`config.mk`:
```
export PLATFORM = sky130hd
export DESIGN_NAME = controle_hazard
export DESIGN_NICKNAME = d
export VERILOG_FILES = /design/src/rtl/hazard_pkg.sv /design/src/rtl/controle_hazard_decod_uso.sv /design/src/rtl/controle_hazard.sv
export SDC_FILE = /design/constraint.sdc
export NUM_CORES = 1
export LEC_CHECK = 0
export CORE_ASPECT_RATIO = 0.7
export CORE_UTILIZATION = 35
export DETAILED_ROUTE_END_ITERATION = 10
export GPL_TIMING_DRIVEN = 0
export PLACE_DENSITY = 0.68
export SLEW_MARGIN = 20
export SYNTH_ARGS = -nofsm -noshare
export SYNTH_HDL_FRONTEND = slang
export SYNTH_SLANG_ARGS = --single-unit
```
`constraint.sdc`:
```
create_clock -name clk -period 2.3 [get_ports clk]
set_input_delay 0.23 -clock clk [delete_from_list [all_inputs] [get_ports clk]]
set_output_delay 0.23 -clock clk [all_outputs]
set_load 0.02 [all_outputs]
```
`src/rtl/hazard_pkg.sv`:
```
// Shared opcodes, bypass encodings and shadow-stage record for the hazard unit.
// Shadow rd width is fixed by RD_W; the top's REG_W must equal it.
package hazard_pkg;

  localparam int RD_W = 5;

  localparam logic [6:0] OP_LOAD   = 7'b0000011;
  localparam logic [6:0] OP_STORE  = 7'b0100011;
  localparam logic [6:0] OP_BRANCH = 7'b1100011;
  localparam logic [6:0] OP_RTYPE  = 7'b0110011;

  localparam logic [1:0] FWD_REG   = 2'b00;
  localparam logic [1:0] FWD_EXMEM = 2'b01;
  localparam logic [1:0] FWD_MEMWB = 2'b10;

  typedef struct packed {
    logic            valid;
    logic [RD_W-1:0] rd;
    logic            wr;
    logic            ld;
  } shadow_t;

  function automatic logic hit(
    input shadow_t         s,
    input logic            use_rs,
    input logic [RD_W-1:0] rs
  );
    return s.valid & s.wr & use_rs & (s.rd == rs);
  endfunction

endpackage

```
`src/rtl/controle_hazard_decod_uso.sv`:
```
// Opcode decode of register usage for the instruction sitting in ID.
// writes_op is opcode-only; the rd != 0 qualification happens in the top.
module decod_uso
  import hazard_pkg::*;
(
  input  logic [6:0] op,
  output logic       uses_rs1,
  output logic       uses_rs2,
  output logic       writes_op,
  output logic       is_load
);

  logic is_st;
  logic is_br;

  assign is_st     = (op == OP_STORE);
  assign is_br     = (op == OP_BRANCH);
  assign uses_rs1  = (op[6] & ~op[3]) | ~op[2];
  assign uses_rs2  = (op == OP_RTYPE) | is_st | is_br;
  assign writes_op = ~(is_st | is_br);
  assign is_load   = (op == OP_LOAD);

endmodule

```
`src/rtl/controle_hazard.sv`:
```
// Hazard scheduler: shadows EX/MEM/WB and drives stall, bubble and bypass.
// Define CONTROLE_HAZARD_FORWARDING_EN for load-use-only stalls and live fwd_a/fwd_b.
module controle_hazard
  import hazard_pkg::*;
#(
  parameter int CNT_W = 16,
  parameter int REG_W = 5
) (
  input  logic             clk,
  input  logic             reset,
  input  logic             id_valid,
  input  logic [6:0]       id_op,
  input  logic [REG_W-1:0] id_rs1,
  input  logic [REG_W-1:0] id_rs2,
  input  logic [REG_W-1:0] id_rd,
  input  logic             flush,
  input  logic             mem_ready,
  output logic             stall_if_id,
  output logic             bubble_ex,
  output logic [1:0]       fwd_a,
  output logic [1:0]       fwd_b,
  output logic [CNT_W-1:0] stall_cnt
);

  logic    u1;
  logic    u2;
  logic    wop;
  logic    ld;
  shadow_t ex;
  shadow_t mem;
  shadow_t wb;
  shadow_t id_rec;
  logic    ex_a;
  logic    ex_b;
  logic    mem_a;
  logic    mem_b;
  logic    hazard;
  logic    issue;
  logic    unused_bits;

  decod_uso u_dec (
    .op       (id_op),
    .uses_rs1 (u1),
    .uses_rs2 (u2),
    .writes_op(wop),
    .is_load  (ld)
  );

  assign id_rec = '{
    valid: 1'b1,
    rd:    id_rd,
    wr:    wop & (id_rd != '0),
    ld:    ld
  };

  assign ex_a  = hit(ex, u1, id_rs1);
  assign ex_b  = hit(ex, u2, id_rs2);
  assign mem_a = hit(mem, u1, id_rs1);
  assign mem_b = hit(mem, u2, id_rs2);

`ifdef CONTROLE_HAZARD_FORWARDING_EN
  assign hazard = id_valid & (ex_a | ex_b) & ex.ld;
`else
  assign hazard = id_valid & (ex_a | ex_b | mem_a | mem_b);
`endif

  assign issue       = id_valid & ~hazard & ~flush;
  assign stall_if_id = ~mem_ready | (hazard & ~flush);
  assign bubble_ex   = mem_ready & (flush | hazard);

  // WB is tracked for completeness; write-through regfile makes it inert
  assign unused_bits = ^{wb, mem.ld, ex.ld};

  always_ff @(posedge clk or posedge reset) begin
    if (reset) begin
      ex  <= '0;
      mem <= '0;
      wb  <= '0;
    end else if (mem_ready) begin
      wb  <= mem;
      mem <= ex;
      ex  <= issue ? id_rec : '0;
    end
  end

  always_ff @(posedge clk or posedge reset) begin
    if (reset) begin
      stall_cnt <= '0;
    end else if (mem_ready & hazard & ~flush & ~&stall_cnt) begin
      stall_cnt <= stall_cnt + CNT_W'(1);
    end
  end

`ifdef CONTROLE_HAZARD_FORWARDING_EN
  always_ff @(posedge clk or posedge reset) begin
    if (reset) begin
      fwd_a <= FWD_REG;
      fwd_b <= FWD_REG;
    end else if (mem_ready) begin
      if (issue) begin
        fwd_a <= ex_a ? FWD_EXMEM : (mem_a ? FWD_MEMWB : FWD_REG);
        fwd_b <= ex_b ? FWD_EXMEM : (mem_b ? FWD_MEMWB : FWD_REG);
      end else begin
        fwd_a <= FWD_REG;
        fwd_b <= FWD_REG;
      end
    end
  end
`else
  assign fwd_a = FWD_REG;
  assign fwd_b = FWD_REG;
`endif

endmodule
```
; ---- Word level (Yosys, flattened, before mapping)
; Index checks and enable logic that the tools add are counted.
[totals]
ff_bits = 30
out_inout_bits = 22
word_cells = 55
[classes]
addsub = 1
eq_ne = 8
mux = 1
bitwise = 35
reduce_logical = 3
[ops]
columns = op, count
row1 = $and A1 B1 Y1, 20
row2 = $eq A5 B5 Y1, 4
row3 = $add A16 B1 Y16 const B, 1
row4 = $reduce_and A16 Y1, 1
row5 = $eq A7 B6 Y1 const B, 2
row6 = $or A1 B1 Y1, 9
row7 = $mux W8, 1
row8 = $eq A7 B2 Y1 const B, 1
row9 = $eq A7 B7 Y1 const B, 1
row10 = $not A1 Y1, 6
row11 = $reduce_bool A5 Y1, 1
row12 = $logic_not A1 Y1, 1

; ---- Depth between registers and ports, before layout
[depth]
depth_word = 13
mapped_depth = 8
depth_no_buf = 7

; ---- Hierarchy
; A second synthesis with hierarchy kept.
[hier_totals]
cells_unflattened = 161
hier_area_um2 = 1854.3
[by_module_without_submodules]
columns = mod, n_inst, cells_per_inst, area_per_inst_um2
row1 = controle_hazard, 1, 154, 1790.5
row2 = decod_uso, 1, 7, 63.8

; ---- Worst setup path after synthesis
; OpenSTA, ideal clock, no wires.
[synth_path]
kind = reg2reg
from = register ex[5] in the netlist's numbering
to = register stall_cnt[7]
setup_time_ns = 0.130
arrival_time_ns = 2.002
t_required_ns = 2.170
setup_slack_ns = 0.168
stages_incl_launch_ff = 8
n_path_buf = 0
cell_sequence = dfrtp_1 -> xor2_1 -> a2111oi_0 -> and3_1 -> o211ai_2 -> and2_4 -> or4_4 -> xnor2_2
[synth_between]
elab_chain_len = 9
elab_cells_between_ends = 11
cone_classes = eq/ne: 2 / bitwise: 9
[synth_lines]
columns = item, line_no
row1 = "start, declared", controle_hazard.sv:29  ; shadow_t ex;
row2 = "start signal, assigned", controle_hazard.sv:82  ; ex <= issue ? id_rec : '0;
row3 = $eq A5 B5 Y1, hazard_pkg.sv:28  ; return s.valid & s.wr & use_rs & (s.rd == rs);
row4 = $and A1 B1 Y1, hazard_pkg.sv:28
row5 = $or A1 B1 Y1 * (3 in series), controle_hazard.sv:64  ; assign hazard = id_valid & (ex_a | ex_b | mem_a | mem_b);
row6 = $and A1 B1 Y1 *, controle_hazard.sv:64
row7 = $and A1 B1 Y1 * (3 in series), controle_hazard.sv:89  ; end else if (mem_ready & hazard & ~flush & ~&stall_cnt) begin
row8 = "end signal, assigned", controle_hazard.sv:90  ; stall_cnt <= stall_cnt + CNT_W'(1);
row9 = "end, declared", controle_hazard.sv:22  ; output logic [CNT_W-1:0] stall_cnt
; Every way passes the cells marked *; elsewhere a longest branch is shown, timed or not.
; A chain may end at the register's enable or synchronous reset.

; ---- Worst setup path after layout
[layout_path]
from = register ex[5] in the netlist's numbering
to = output port stall_if_id
[layout_between]
elab_chain_len = 8
elab_cells_between_ends = 10
cone_classes = eq/ne: 2 / bitwise: 8
[layout_lines]
columns = item, line_no
row1 = $eq A5 B5 Y1, hazard_pkg.sv:28
row2 = $and A1 B1 Y1, hazard_pkg.sv:28
row3 = $or A1 B1 Y1 * (3 in series), controle_hazard.sv:64
row4 = $and A1 B1 Y1 *, controle_hazard.sv:64
row5 = $and A1 B1 Y1 *, controle_hazard.sv:68  ; assign stall_if_id = ~mem_ready | (hazard & ~flush);
row6 = $or A1 B1 Y1 *, controle_hazard.sv:68
row7 = "end, declared", controle_hazard.sv:18  ; output logic stall_if_id,
; Marked as above.

==> flow_summary.toml <==
[cts]
cts_buffers = 5
cts_hold_buffers = 0
clock_latency_ns = 0.28
clock-sinks = 30
root_buffer = "clkbuf_8"
htreeDepth = 2
cts_tree = "built"
cts_max_path_buffers = 2
path_clk_slew_ns = 0.06

[cells_and_area]
final_cell_mix = "36 x clkdlybuf4s50_1, 30 x dfrtp_1, 20 x xnor2_1, 16 x buf_4"
n_fill_cell = 400
utilization_pct = 56.1
multi_input_comb_area_um2 = 978
area_growth_pct = 51.7
diodes = 0
nets = 237
layout_commonest_cell = "clkdlybuf4s50_1"
regArea_um2 = 751
drive_above_1_share_pct = 27.3

[place]
gp_congestion = 0.764
port_buffers = 43
post-dp-hpwl_mm = 2.67

[setup_path]
cp-start-kind = "flip-flop"
path_max_fanout = 4
timing.rr.start = "mem[3]$_DFFE_PP0P_"
crit_type = "reg2out"
r2r_cells = 8
worst-r2r-setup-slack_ns = -0.01
worstPathRequired_ns = 2.07
end_kind = "output pin"
r2r-end = "stall_cnt[1]$_DFFE_PP0P_"
arrival_ns = 2.11

[route]
ant_nets = 0
routedWlPerCell_um = 15.3
drtPass1Iterations = 4
wirelength_mm = 4.05
vias_per_cell = 4.92
drcViolationCount = 0
vias = 1300
drt_iter0_markers = 45

[global_routing]
overflow = 0
grt_use_met2_pct = 22.8
met3_usage_pct = 5.47
grtUsageTotal_pct = 16.7
grtUsageMet1_pct = 24.6
grt_pass1_wl_mm = 6.15
grt_pass1_vias = 1233
grt_max_degree = 31
antenna_found_initial = 0
grt_most_used_layer = "met1"

[logic_synthesis]
synth_area_um2 = 1620
synth_edf_count = 0
avgSynthCellArea_um2 = 11.2
ys_seq_area_share_pct = 46.4
yosysTopAreaCell = "dfrtp_1"
ys_warn_count = 0
yosys-top-cells-area = "dfrtp_1 46%, xnor2_1 11%, xor2_1 6.5%"
yosys_register_bits = 30
ys_types = 33
synth_top_area_share_pct = 46.4
ys.flop_type = "dfrtp_1"
synth_async_sr_flop_share_pct = 100
synthCells = 145

[worst_hold_path]
min_from = "mem_ready"
worstHoldPathCells = 2
hold_class = "in2reg"
min_delay_worst_endpoint = "mem[3]$_DFFE_PP0P_"

[floorplan]
pin_count = 49
rows = 20
core_um2 = 4380
die_area_um2 = 4900
start_util_pct = 36.9
die_x_um = 83.3
die_height_um = 58.9

[sta]
setup_violations = 3
finClkSkew_ns = 0.00349
hold_viol = 0
slew_viol_final = 0
rsz0062_at_grt = "yes"
max_clock_freq_mhz = 427
max_slew.worst_pin.slew_ns = 0.605
layout_setup_ws_ns = -0.0432
maxSlewHeadroom_pct = 59.6
fin_crit_sh_pct = 102
fin_hold_ws_ns = 0.309
period_minus_slack_ns = 2.34

[power_and_ir_drop]
power_w = 0.00115
ir_drop_v = 0.000250
powerDensity_nw_per_um2 = 469
p_leak_nw = 1.11

[run_status]
status = "finished, violations left"
violations = "setup timing"

[job]
maxCapViolCount = 0
flip-flops by register name, summed over array words and instances, names as in the netlist:
signal / flops
mem: 7
ex: 7
stall_cnt: 16
final cells by class:
class / count / area share, %
timing repair buffer: 54 / 21.4
multi-input combinational: 110 / 39.9
sequential: 30 / 30.6
tap: 55 / 2.80
buffer: 6 / 1.99
clock buffer: 7 / 3.11
inverter: 2 / 0.306
synth_stat cells (2+ instances only):
| master | instances |
|---|---|
| nand4_1 | 5 |
| a2111oi_0 | 2 |
| a22o_1 | 5 |
| nor2_1 | 4 |
| and3_1 | 6 |
| nand3_1 | 10 |
| nor4_1 | 3 |
| xor2_1 | 12 |
| nand2_1 | 9 |
| dfrtp_1 | 30 |
| mux2_2 | 9 |
| nand2b_1 | 3 |
| xnor2_1 | 21 |
| a21oi_1 | 2 |
| buf_4 | 6 |
cells by family (layout without fill, tap and decap cells):
kind of cell,after synthesis,in the layout,synth area share [%]
compound gates,16,16,8.12
flops,30,30,46.4
other cells,1,4,0.232
buf+inv,8,69,3.25
mux,9,9,6.26
xor+xnor,34,34,18.9
simple gates,46,46,16.1
fa+ha+maj,1,1,0.773
stage by stage:
step                      setup slack [ns]  instances  instance area (um^2)  TNS, ns
after global routing                -0.112        264                  2450   -0.571
final                              -0.0432        264                  2450  -0.0710
after detailed placement            -0.607        246                  2130    -6.76
after global placement              -0.651        246                  2130    -6.41
after CTS                          -0.0418        256                  2240  -0.0704
after floorplan                      0.168        148                  1630        0
worst max-delay path, stage by stage (launching register included):
cell and delay (ns):
dfrtp_1 0.41, xor2_1 0.19, a2111oi_4 0.37, and3_1 0.22, o211ai_2 0.15, and2_4 0.23
o21ai_2 0.13, buf_6 0.13
how the worst max path moves through the flow:
stage	startpoint	endpoint	slack, ns	depth (start not counted)
after floorplan	ex[5]$_DFFE_PP0P_	stall_cnt[7]$_DFFE_PP0P_	0.17	7
after global placement	id_op[3]	stall_if_id	-0.65	8
after detailed placement	id_rs1[3]	stall_if_id	-0.61	8
after CTS	ex[5]$_DFFE_PP0P_	stall_cnt[12]$_DFFE_PP0P_	-0.04	7
after global routing	ex[5]$_DFFE_PP0P_	stall_if_id	-0.11	7
final	ex[5]$_DFFE_PP0P_	stall_if_id	-0.04	7
metal layers:
metal  up-vias  part of all wire (%)  wire length (um)
li1        641                     -                 -
met1       622                    51              2050
met2        32                    43              1730
met3         5                   5.4               219
met4         0                   1.3                51
met5         -                     0                 0
where the power goes:
part           switching (W)  total, W  internal (W)
registers          0.0000213  0.000568      0.000547
logic              0.0000885  0.000191      0.000103
clock network       0.000183  0.000391      0.000208
total               0.000293   0.00115      0.000857
timing repair:
item | in CTS | in global routing
pin swaps | 9 | 16
resized for setup | 19 | 26
gates cloned | 0 | 1
endpoints found under the setup margin | 16 | 14
setup buffers | 3 | 7
(Power assumes the default switching activity.)
